File: config.mk
export PLATFORM = sky130hd
export DESIGN_NAME = jrb_serial_mem_bridge
export DESIGN_NICKNAME = d
export VERILOG_FILES = /design/src/rtl/jrb_serial_mem_bridge.sv
export SDC_FILE = /design/constraint.sdc
export NUM_CORES = 1
export LEC_CHECK = 0
export ABC_AREA = 0
export BUFFER_PORTS_ARGS = -buffer_cell sky130_fd_sc_hd__buf_2
export CAP_MARGIN = 20
export CELL_PAD_IN_SITES_DETAIL_PLACEMENT = 0
export CELL_PAD_IN_SITES_GLOBAL_PLACEMENT = 1
export CORE_UTILIZATION = 40
export DETAILED_ROUTE_END_ITERATION = 8
export PLACE_DENSITY_LB_ADDON = 0.1
export REMOVE_ABC_BUFFERS = 1
export SLEW_MARGIN = 20
export SYNTH_ARGS = -nofsm -noshare
export SYNTH_HDL_FRONTEND = slang
export SYNTH_SLANG_ARGS = --single-unit
File: constraint.sdc
create_clock -name clk -period 8.4 [get_ports clk]
set_clock_uncertainty 0.1 [all_clocks]
set_input_delay 2.1 -clock clk [delete_from_list [all_inputs] [get_ports clk]]
set_output_delay 2.1 -clock clk [all_outputs]
set_load 0.01 [all_outputs]
File: src/rtl/jrb_serial_mem_bridge.sv
// ============================================================================
// jrb_serial_mem_bridge : bit-serial ROM/RAM master with wait-states/timeout
// Rev 1.0
// ============================================================================
`default_nettype none

module jrb_serial_mem_bridge #(
  parameter int ADDR_W  = 16,
  parameter int DATA_W  = 8,
  parameter int NUM_CH  = 2,
  parameter int CLK_DIV = 1,
  parameter int TIMEOUT = 0,
  // derived from NUM_CH; leave at default
  parameter int CH_W    = (NUM_CH > 1) ? $clog2(NUM_CH) : 1
) (
  input  logic              clk,
  input  logic              rst,
  input  logic              req_i,
  input  logic              we_i,
  input  logic [CH_W-1:0]   ch_i,
  input  logic [ADDR_W-1:0] addr_i,
  input  logic [DATA_W-1:0] wdata_i,
  output logic              busy_o,
  output logic              done_o,
  output logic              err_o,
  output logic [DATA_W-1:0] rdata_o,
  output logic              sclk_o,
  output logic              cs_n_o,
  output logic              serial_out_o,
  input  logic              serial_in_i,
  input  logic              ready_i
);

  localparam int N       = 1 + CH_W + ADDR_W + DATA_W;
  localparam int BIT_W   = $clog2(N);
  localparam int DIV_W   = (CLK_DIV > 1) ? $clog2(CLK_DIV) : 1;
  localparam int STALL_W = (TIMEOUT > 0) ? $clog2(TIMEOUT + 1) : 1;

  localparam logic [BIT_W-1:0]   DATA_BIT  = BIT_W'(DATA_W);
  localparam logic [DIV_W-1:0]   DIV_LAST  = DIV_W'(CLK_DIV - 1);
  localparam logic [STALL_W-1:0] STALL_MAX = STALL_W'(TIMEOUT);
  localparam logic [CH_W:0]      NUM_CH_L  = (CH_W + 1)'(NUM_CH);

  typedef enum logic [1:0] {
    S_IDLE   = 2'd0,
    S_LOW    = 2'd1,
    S_HIGH   = 2'd2,
    S_FINISH = 2'd3
  } state_t;

  state_t              state_q, state_d;
  logic [N-1:0]        frame_q, frame_d;
  logic [BIT_W-1:0]    bit_q, bit_d;
  logic [DIV_W-1:0]    div_q, div_d;
  logic [STALL_W-1:0]  stall_q, stall_d;
  logic [DATA_W-1:0]   rx_q, rx_d;
  logic [DATA_W-1:0]   rdata_q, rdata_d;
  logic                read_q, read_d;
  logic                sout_q, sout_d;
  logic                sclk_q, sclk_d;
  logic                cs_n_q, cs_n_d;
  logic                busy_q, busy_d;
  logic                done_q, done_d;
  logic                err_q, err_d;
  logic                ch_bad;

  assign ch_bad = ({1'b0, ch_i} >= NUM_CH_L);

  always_comb begin
    state_d = state_q;
    frame_d = frame_q;
    bit_d   = bit_q;
    div_d   = div_q;
    stall_d = stall_q;
    rx_d    = rx_q;
    rdata_d = rdata_q;
    read_d  = read_q;
    sout_d  = sout_q;
    err_d   = 1'b0;

    case (state_q)
      S_IDLE: begin
        if (req_i) begin
          frame_d = {we_i, ch_i, addr_i, wdata_i};
          read_d  = ~we_i;
          bit_d   = BIT_W'(N - 1);
          div_d   = '0;
          stall_d = '0;
          rx_d    = '0;
          if (ch_bad) begin
            state_d = S_FINISH;
            err_d   = 1'b1;
          end else begin
            state_d = S_LOW;
            sout_d  = we_i;
          end
        end
      end
      S_LOW: begin
        if (div_q != DIV_LAST) begin
          div_d = div_q + DIV_W'(1);
        end else if (ready_i) begin
          state_d = S_HIGH;
          div_d   = '0;
          stall_d = '0;
        end else if (TIMEOUT > 0) begin
          stall_d = stall_q + STALL_W'(1);
          if (stall_d == STALL_MAX) begin
            state_d = S_FINISH;
            err_d   = 1'b1;
          end
        end
      end
      S_HIGH: begin
        if (div_q == '0 && read_q && bit_q < DATA_BIT)
          rx_d = DATA_W'({rx_q, serial_in_i});
        if (div_q != DIV_LAST) begin
          div_d = div_q + DIV_W'(1);
        end else begin
          div_d = '0;
          if (bit_q == '0) begin
            state_d = S_FINISH;
          end else begin
            // next bit goes out on the same edge that drops sclk
            state_d = S_LOW;
            bit_d   = bit_q - BIT_W'(1);
            frame_d = frame_q << 1;
            sout_d  = (read_q && bit_q <= DATA_BIT) ? 1'b0 : frame_q[N-2];
          end
        end
      end
      S_FINISH: state_d = S_IDLE;
      default:  state_d = S_IDLE;
    endcase

    if (state_d == S_IDLE || state_d == S_FINISH)
      sout_d = 1'b0;
    // only a frame that ran through its last sclk high updates rdata
    if (state_d == S_FINISH && state_q == S_HIGH && read_q)
      rdata_d = rx_d;

    sclk_d = (state_d == S_HIGH);
    busy_d = (state_d == S_LOW) || (state_d == S_HIGH);
    cs_n_d = ~busy_d;
    done_d = (state_d == S_FINISH) && (state_q != S_FINISH);
  end

  always_ff @(posedge clk or posedge rst) begin
    if (rst) begin
      state_q <= S_IDLE;
      frame_q <= '0;
      bit_q   <= '0;
      div_q   <= '0;
      stall_q <= '0;
      rx_q    <= '0;
      rdata_q <= '0;
      read_q  <= 1'b0;
      sout_q  <= 1'b0;
      sclk_q  <= 1'b0;
      cs_n_q  <= 1'b1;
      busy_q  <= 1'b0;
      done_q  <= 1'b0;
      err_q   <= 1'b0;
    end else begin
      state_q <= state_d;
      frame_q <= frame_d;
      bit_q   <= bit_d;
      div_q   <= div_d;
      stall_q <= stall_d;
      rx_q    <= rx_d;
      rdata_q <= rdata_d;
      read_q  <= read_d;
      sout_q  <= sout_d;
      sclk_q  <= sclk_d;
      cs_n_q  <= cs_n_d;
      busy_q  <= busy_d;
      done_q  <= done_d;
      err_q   <= err_d;
    end
  end

  assign busy_o       = busy_q;
  assign done_o       = done_q;
  assign err_o        = err_q;
  assign rdata_o      = rdata_q;
  assign sclk_o       = sclk_q;
  assign cs_n_o       = cs_n_q;
  assign serial_out_o = sout_q;

endmodule

`default_nettype wire

==> results of run 1 <==
[cells in the mapped netlist (all sizes together)]
master / n / area share (%)
or3: 1 / 0.24
o31a: 1 / 0.33
o31ai: 1 / 0.29
dfrtp: 53 / 51
conb: 1 / 0.14
nand2: 12 / 1.7
a21bo: 2 / 0.76
o21ai: 3 / 0.57
o211ai: 9 / 2.6
dfstp: 1 / 1.0
clkbuf: 7 / 1.0
and4: 1 / 0.38
nor3: 1 / 0.19
a31oi: 9 / 2.1
mux2: 51 / 25
nor2b: 1 / 0.24
a31o: 1 / 0.33
clkinv: 1 / 0.14
and4b: 1 / 0.38
o22ai: 1 / 0.24
nor2: 10 / 1.4
a21boi: 1 / 0.29
buf: 8 / 2.9
nand3: 8 / 1.5
a2111o: 1 / 0.43
inv: 7 / 1.0
nand2b: 2 / 0.48
nand3b: 1 / 0.29
or4b: 2 / 0.91
a21oi: 1 / 0.19
a41o: 1 / 0.38
nor4b: 1 / 0.57
ha: 3 / 1.4
or3b: 1 / 0.33
[worst paths after layout]
check                             from           to
hold reg to reg            frame_q[20]  frame_q[20]
setup / recovery                 req_i  frame_q[20]
min in group asynchronous          rst   frame_q[5]
hold / removal             frame_q[20]  frame_q[20]
max in group asynchronous          rst   frame_q[3]
setup reg to reg            state_q[0]   rdata_o[7]
[cell families after synthesis]
| group | synth area share (%) |
|---|---|
| simple gates | 8.679 |
| buf+inv | 5.055 |
| flops | 51.55 |
| fa+ha+maj | 1.431 |
| mux | 24.61 |
| compound gates | 8.536 |
| other cells | 0.1429 |
[cell type report]
type                    instances  share of cell area, %
well taps                      77                  3.279
repair buffers                 45                  7.836
inverters                       8                  1.022
multi-input cells             128                  38.76
flip-flops and latches         54                  46.04
clock buffers                   8                  3.066
[sequential cells by signal, indices dropped and copies added, names as in the netlist]
name and flops:
state_q 2, done_o 1, serial_out_o 1, sclk_o 1
bit_q 5, rx_q 8, rdata_o 8, cs_n_o 1
read_q 1, busy_o 1, frame_q 25
[power groups by stage]
stage                     Combinational (mW)  Clock, mW  Sequential [mW]
final                                  0.333      0.146            0.428
after CTS                              0.339      0.154            0.430
after floorplan                        0.263          0            0.424
after global placement                 0.333          0            0.434
after global routing                   0.366      0.166            0.445
after detailed placement               0.341          0            0.432
[layer usage]
metal	vias up	share of wire, %
met2	29	46
met5	-	0
li1	803	-
met4	0	1.3
met3	7	3.1
met1	785	50
[metrics by stage]
step	instances	utilization (%)	setup slack (ns)	total power [mW]
global route	320	46.27	4.601	0.9767
global placement	312	44.85	4.362	0.7673
finish	320	46.27	4.669	0.9079
detailed placement	312	44.85	4.342	0.7723
CTS	320	46.27	4.674	0.9228
floorplan	190	-	4.202	0.6868
==> summary.md, run 1 <==
| Metric | Value |
|---|---|
| Delay-heaviest family, CP | `simple AND/OR/NAND/NOR gates` |
| Initial DRT Pass Iterations | `4` |
| Flop pwr share | `47.2%` |
| Starting Density | `41.32%` |
| Worst-path fanout max | `26` |
| Fillcell total | `606` |
| GRT Total Usage | `14.02%` |
| Slew HR | `33.13%` |
| Post-Synthesis Mean Instance Area | `12.80 sq um` |
| Hold Vio Cnt, Final | `0` |
| Type of origin of the critical path | `input pin` |
| Detailed Place HPWL | `2.909 mm` |
| Reg2Reg Setup Slack | `5.26 ns` |
| Pint | `0.6266 mW` |
| Total number of vias | `1624` |
| Final period utilization | `44.41%` |
| CTS Buffer Depth | `2` |
| Core Box Area | `6350 sq um` |
| # diodes | `0` |
| Nature of the critical path endpoint | `flip-flop` |
| Hold-critical path depth | `1` |
| Fmax | `268.0 MHz` |
| Post-cts resize count | `0` |
| #FFs+latches synth | `54` |
| Setup bufs post-CTS | `0` |
| # DRC | `0` |
| GRT overflow | `0` |
| Hold-fix buffers, CTS | `0` |
| Clock network fraction of total power | `16.1%` |
| Commonest non-fill, non-tap cell in the layout | `dfrtp_1` |
| Die Span X | `82.99 um` |
| Met1 Resource Use GR | `18.92%` |
| Global-route wire length before repair | `7.838 mm` |
| Antenna-violating nets left | `0` |
| Yosys warns | `0` |
| Share of layout cells above drive strength 1 | `45.27%` |
| Switching Share | `30.98%` |
| CTS Buf Count | `5` |
| Clock transition at path regs | `0.08 ns` |
| Drt via density | `5.075` |
| H-tree depth | `2` |
| Lkg Pwr | `1.406 nW` |
| Sequential-to-total area share from yosys stat | `51.55%` |
| Slowest CP cell | `or3b_2` |
| CP Depth | `5` |
| Synthesized area | `2624 sq um` |
| Met2 Use GR | `22.35%` |
| Clock Latency Late Sink | `0.30 ns` |
| Commonest cells after routing, fill and taps aside | `53 x dfrtp_1, 43 x buf_2, 32 x mux2_2` |
| Grt peak-use layer | `met2` |
| Min Hold Slack | `0.4112 ns` |
| Crit path kind | `input pin to flip-flop` |
| Area occupied by multi-input gates | `1139 sq um` |
| Crit-path cells | `buf_2, or3b_2, a21bo_1, buf_4, mux2_2` |
| Worst vdd ir | `0.1211 mV` |
| Gpl congestion | `0.6528` |
| Area Overhead vs Synth | `11.97%` |
| RSZ-0062 raised after global routing | `false` |
| Final worst path period need | `3.731 ns` |
| DRT iter0 DRCs | `79` |
| Grt met3 use | `3.181%` |
| Post-route cell area | `2938 sq um` |
| FP Rows | `29` |
| Vias in the first global route | `1618` |
| Post-Route Setup TNS | `0 ns` |
| Finish-stage setup viols | `0` |
| Antenna violations before repair | `0` |
| Root Driver | `clkbuf_8` |
| Crit path required time | `8.49 ns` |
| Logic pwr share | `36.7%` |
| Area occupied by registers | `1353 sq um` |
| Placed inst area | `2848 sq um` |
| Power density cells | `309.0 nW/um^2` |
| Worst Tran Pin Value | `1.001 ns` |
| Port bufs | `43` |
| Nets@finish | `276` |
| Switch Pwr | `0.2813 mW` |
| Cells after Synth | `205` |
| CP arrival | `3.82 ns` |
| # IOs | `45` |
| Die Y | `82.99 um` |
| Critical path buffers and inverters | `2` |
| Final wirelength | `4.379 mm` |
| Die area | `6887 sq um` |
| Final slew viol count | `0` |
| Worst min path class | `flip-flop to flip-flop` |
| CTS tree | `built` |
| Worst path max stage delay | `0.61 ns` |
| MaxCap Viol Count | `0` |
| Distinct cells, synth | `41` |
| Run status | `complete, no violations` |
| Cells on worst reg2reg path | `7` |
| TritonCTS Sinks | `54` |
| Largest net degree at the start of global routing | `55` |
| Wire length per cell | `13.68 um` |
Note: power is estimated with default switching activity, not from simulation.
==> run 2, diff against run 1 <==
Clock period 8.4 ns to 3.5 ns, I/O delays scaled along.
==> run 2 against run 1 <==
Critical path depth up 2. Critical endpoint is now rdata_o[7]. Final cell count up 0.94%. Wire length up 2.7%. Largest cell class unchanged. Via count up 0.62%.
==> summary.md, run 2 (synthesized netlist as in run 1, its figures left out) <==
| Metric | Value |
|---|---|
| Run status | `complete, no violations` |
| Total number of vias | `1634 (+0.62%)` |
| CP arrival | `2.70 ns (-1.12 ns)` |
| Drt via density | `5.059 (-0.32%)` |
| CTS Buf Count | `5 (unchanged)` |
| Share of layout cells above drive strength 1 | `46.75% (+1.5 points)` |
| Overall Power | `2.348 mW (+160%)` |
| Port bufs | `43 (unchanged)` |
| Final worst path period need | `2.556 ns` |
| Worst path max stage delay | `0.53 ns (-0.08 ns)` |
| Largest net degree at the start of global routing | `27 (-51%)` |
| Hold Vio Cnt, Final | `0 (unchanged)` |
| Clock transition at path regs | `0.10 ns (+0.02 ns)` |
| Crit path from | `state_q[0]` |
| Vias in the first global route | `1629 (+0.68%)` |
| Finish-stage setup viols | `0 (unchanged)` |
| TritonCTS Sinks | `54 (unchanged)` |
| Die area | `6887 sq um (unchanged)` |
| Worst min path class | `input pin to asynchronous set/reset pin` |
| Die Span X | `82.99 um (unchanged)` |
| Gpl congestion | `0.6761 (+3.6%)` |
| Slowest CP cell | `dfrtp_1` |
| Starting Density | `41.32% (unchanged)` |
| Initial DRT Pass Iterations | `4 (unchanged)` |
| Power density cells | `779.4 nW/um^2 (+150%)` |
| Cells on worst reg2reg path | `7 (unchanged)` |
| Nets@finish | `279 (+1.1%)` |
| Critical path capture point | `rdata_o[7]` |
| Number of flip-flops under the largest register name | `25 (unchanged)` |
| Fmax | `391.2 MHz` |
| Reg with most FFs | `frame_q` |
| GRT overflow | `0 (unchanged)` |
| Clock Latency Late Sink | `0.31 ns (about the same)` |
| DRT iter0 DRCs | `32 (-59%)` |
| Final wirelength | `4.499 mm (+2.7%)` |
| Final period utilization | `73.03%` |
| Antenna-violating nets left | `0 (unchanged)` |
| Die Y | `82.99 um (unchanged)` |
| # diodes | `0 (unchanged)` |
| RSZ-0062 raised after global routing | `false` |
| Commonest cells after routing, fill and taps aside | `53 x dfrtp_1, 43 x buf_2, 32 x mux2_2` |
| Worst vdd ir | `0.3517 mV (+190%)` |
| CTS tree | `built` |
| FP Rows | `29 (unchanged)` |
| Wire length per cell | `13.93 um (+1.8%)` |
| Reg2Reg Launch Point | `state_q[0]` |
| Antenna violations before repair | `0 (unchanged)` |
| Global-route wire length before repair | `7.845 mm (about the same)` |
| Setup bufs post-CTS | `0 (unchanged)` |
| Worst-path fanout max | `16 (-38%)` |
| Detailed Place HPWL | `3.063 mm (+5.3%)` |
| Root Driver | `clkbuf_8` |
| GRT Total Usage | `14.19% (+0.17 points)` |
| Nature of the critical path endpoint | `flip-flop` |
| Placed inst area | `2870 sq um (+0.79%)` |
| Lkg Pwr | `1.446 nW (+2.9%)` |
| Reg2reg end | `rdata_o[7]` |
| Type of origin of the critical path | `flip-flop` |
| Crit-path cells | `nand2b_1, or3_1, o22ai_1, ha_1, and4b_1, nor2_1, a31oi_1` |
| Core Box Area | `6350 sq um (unchanged)` |
| Slew HR | `51.67% (+19 points)` |
| # DRC | `0 (unchanged)` |
| Final Util | `47.45% (+1.2 points)` |
| Post-cts resize count | `0 (unchanged)` |
| Final slew viol count | `0 (unchanged)` |
| # IOs | `45 (unchanged)` |
| Crit path required time | `3.64 ns (-4.85 ns)` |
| MaxCap Viol Count | `0 (unchanged)` |
| H-tree depth | `2 (unchanged)` |
| Reg2Reg Setup Slack | `0.94 ns (-4.32 ns)` |
| Crit path kind | `flip-flop to flip-flop` |
| Post-route cell area | `3013 sq um (+2.6%)` |
| Hold-fix buffers, CTS | `0 (unchanged)` |
| Commonest non-fill, non-tap cell in the layout | `dfrtp_1` |
| Area Overhead vs Synth | `14.83%` |
| Worst Tran Pin Value | `0.7230 ns (-0.2779 ns)` |
| Post-Route Setup TNS | `0 ns (unchanged)` |
| CTS Buffer Depth | `2 (unchanged)` |
==> run 2: cell count changes in the layout (fill, tap and decap cells not counted), sizes merged <==
cell,delta
clkbuf,-2
buf,+3
bufinv,+2
==> run 2: power by group <==
part	internal [mW]	switching, mW
clock	0.305	0.207
combinational	0.487	0.323
sequential	0.862	0.165
==> run 2: metrics by stage <==
step	worst slack [ns]	std cells	hold WS, ns
floorplan	0.5272	190	0.3750
global placement	0.6887	315	0.3857
detailed placement	0.6851	315	0.3887
CTS	0.9013	323	0.4093
global route	0.6841	323	0.4200
finish	0.9441	323	0.3994
==> run 2: cell type report <==
class | count | area [sq um]
Inverter | 8 | 30.03
Fill cell | 615 | 3337
Tap cell | 77 | 96.34
Clock inverter | 2 | 60.06
Timing Repair Buffer | 48 | 252.7
Sequential cell | 54 | 1353
Clock buffer | 6 | 82.58
Multi-Input combinational cell | 128 | 1139
==> run 2: worst min path at each step <==
stage,startpoint,end,cells after the start
4_1_cts,rst,rdata_o[6],2
6_report,rst,rdata_o[3],2
3_5_place_dp,frame_q[16],frame_q[16],1
3_3_place_gp,frame_q[20],frame_q[20],1
2_1_floorplan,frame_q[19],frame_q[19],1
5_1_grt,rst,rdata_o[5],2
==> run 2: layer usage <==
layer,GRT usage [%],routed length (um),up-vias
li1,-,-,810
met1,18.64,2175,785
met2,22.95,2094,32
met3,2.684,153,7
met4,6.113,76,0
met5,0,0,-
==> run 2: worst max-delay path: cells and delay by family (launching register included) <==
| kind | cells | cell delay [ns] |
|---|---|---|
| adder cells (fa/ha/maj) | 1 | 0.21 |
| flip-flops | 1 | 0.53 |
| AND/OR/NAND/NOR | 4 | 1.23 |
| AO/OA/AOI/OAI | 2 | 0.41 |
==> run 3, diff against run 2 <==
Clock period 3.5 ns to 2.2 ns, I/O delays scaled along.
==> run 3 against run 2 <==
Wire length grew 9.9%. Final area grew 9.2%. Power grew 72%. Sequential power grew 53%. Highest routed layer unchanged. Register-to-register slack lost 0.90 ns. Largest power group is now combinational logic. Non-clock buffer count grew 22. Die area is the same. Sequential share of layout area shrank 3.8 points. Fmax grew 19%. Hold slack lost 0.25 ns. Via count grew 8.9%.
==> summary.md, run 3 (synthesized netlist as in run 1, its figures left out) <==
| Metric | Value |
|---|---|
| Run status | `complete, no violations` |
| Antenna-violating nets left | `0 (unchanged)` |
| Wire length per cell | `14.33 um (+2.9%)` |
| RSZ-0062 raised after global routing | `true` |
| Final period utilization | `97.96% (+25 points)` |
| Die Y | `82.99 um (unchanged)` |
| FP Rows | `29 (unchanged)` |
| CTS Buffer Depth | `2 (unchanged)` |
| Root Driver | `clkbuf_8` |
| GRT Total Usage | `14.98% (+0.79 points)` |
| Commonest non-fill, non-tap cell in the layout | `dfrtp_1` |
| TritonCTS Sinks | `54 (unchanged)` |
| Placed inst area | `3048 sq um (+6.2%)` |
| Die Span X | `82.99 um (unchanged)` |
| Detailed Place HPWL | `3.289 mm (+7.4%)` |
| Final Util | `51.82% (+4.4 points)` |
| CTS Buf Count | `5 (unchanged)` |
| Crit path required time | `2.33 ns (-1.31 ns)` |
| Clock Latency Late Sink | `0.30 ns (about the same)` |
| Largest net degree at the start of global routing | `23 (-15%)` |
| Die area | `6887 sq um (unchanged)` |
| Reg with most FFs | `frame_q` |
| Nature of the critical path endpoint | `flip-flop` |
| Share of layout cells above drive strength 1 | `54.48% (+7.7 points)` |
| Finish-stage setup viols | `0 (unchanged)` |
| # diodes | `0 (unchanged)` |
| Crit path kind | `flip-flop to flip-flop` |
| Post-route cell area | `3291 sq um (+9.2%)` |
| Reg2reg end | `rdata_o[5]` |
| DRT iter0 DRCs | `73 (+130%)` |
| CTS tree | `built` |
| Final worst path period need | `2.155 ns (-0.4009 ns)` |
| Worst-path fanout max | `8 (-8)` |
| Worst min path class | `input pin to asynchronous set/reset pin` |
| Commonest cells after routing, fill and taps aside | `53 x dfrtp_1, 43 x buf_2, 32 x mux2_2` |
| Worst vdd ir | `0.5488 mV (+56%)` |
| Initial DRT Pass Iterations | `4 (unchanged)` |
| Vias in the first global route | `1749 (+7.4%)` |
| Cells on worst reg2reg path | `10 (+3)` |
| Fmax | `464.0 MHz (+19%)` |
| Starting Density | `41.32% (unchanged)` |
| Number of flip-flops under the largest register name | `25 (unchanged)` |
| Hold-fix buffers, CTS | `0 (unchanged)` |
| Hold Vio Cnt, Final | `0 (unchanged)` |
| Reg2Reg Launch Point | `bit_q[1]` |
| Final slew viol count | `0 (unchanged)` |
| # IOs | `45 (unchanged)` |
| # DRC | `0 (unchanged)` |
| Area Overhead vs Synth | `25.42%` |
| CP arrival | `2.29 ns (-0.41 ns)` |
| Antenna violations before repair | `0 (unchanged)` |
| Clock transition at path regs | `0.10 ns (about the same)` |
| Global-route wire length before repair | `8.224 mm (+4.8%)` |
| Power density cells | `1229 nW/um^2 (+58%)` |
| Final wirelength | `4.944 mm (+9.9%)` |
| Nets@finish | `301 (+7.9%)` |
| Core Box Area | `6350 sq um (unchanged)` |
| Drt via density | `5.157 (+1.9%)` |
| GRT overflow | `0 (unchanged)` |
| Total number of vias | `1779 (+8.9%)` |
| MaxCap Viol Count | `0 (unchanged)` |
| Reg2Reg Setup Slack | `0.04 ns (-0.90 ns)` |
| Gpl congestion | `0.6888 (+1.9%)` |
| Post-Route Setup TNS | `0 ns (unchanged)` |
| H-tree depth | `2 (unchanged)` |
| Lkg Pwr | `1.576 nW (+9.0%)` |
| Port bufs | `43 (unchanged)` |
| Type of origin of the critical path | `flip-flop` |
run 3: metrics by stage:
stage	std cells	hold WS (ns)	setup WS, ns	total power, mW
after floorplan	190	0.3750	-0.4478	2.622
after global placement	332	0.3873	0.05743	3.148
after detailed placement	332	0.3890	0.003457	3.161
after CTS	340	0.1566	0.01166	4.003
after global routing	345	0.1809	-0.08057	4.294
final	345	0.1454	0.04494	4.043
run 3: cell type report:
type / instances / area [sq um]
clock buffer: 6 / 82.58
tap: 77 / 96.34
fill: 570 / 3059
clock inverter: 2 / 60.06
multi-input combinational: 128 / 1184
sequential: 54 / 1353
inverter: 8 / 30.03
timing repair buffer: 70 / 485.5
run 3: timing repair:
item / CTS / global route
setup endpoints to repair: 8 / 34
cloned: 0 / 1
gates resized for setup: 1 / 10
pin swaps: 0 / 1
setup buffers: 0 / 4
run 3: worst max-delay path by stage:
stage	endpoint	slack (ns)	start
2_1_floorplan	bit_q[1]	-0.45	req_i
3_3_place_gp	frame_q[19]	0.06	req_i
3_5_place_dp	rdata_o[5]	0.003	bit_q[0]
4_1_cts	rdata_o[6]	0.01	bit_q[0]
5_1_grt	rdata_o[5]	-0.08	bit_q[0]
6_report	rdata_o[5]	0.04	bit_q[1]
run 3: layer usage:
| layer | GRT usage [%] | share of wire [%] | vias up | wire (um) |
|---|---|---|---|---|
| met5 | 0 | 0 | - | 0 |
| met4 | 5.172 | 0.89 | 0 | 44 |
| met1 | 19.33 | 48 | 893 | 2385 |
| li1 | - | - | 855 | - |
| met3 | 3.777 | 2.5 | 4 | 126 |
| met2 | 24.52 | 48 | 27 | 2387 |
run 3: where the power goes:
part | switching [mW] | total [mW] | internal (mW)
combinational | 0.653 | 1.65 | 1.00
clock | 0.328 | 0.814 | 0.485
sequential | 0.204 | 1.58 | 1.37
total | 1.19 | 4.04 | 2.86
run 3: worst max-delay path, cell delays in order (launching register included):
cell and delay [ns]:
dfrtp_1 0.40, inv_2 0.08, ha_4 0.15, nand2b_4 0.05, or3_4 0.35, o22ai_4 0.16
ha_2 0.19, and4b_2 0.29, buf_12 0.14, nor2_1 0.04, a31oi_1 0.13
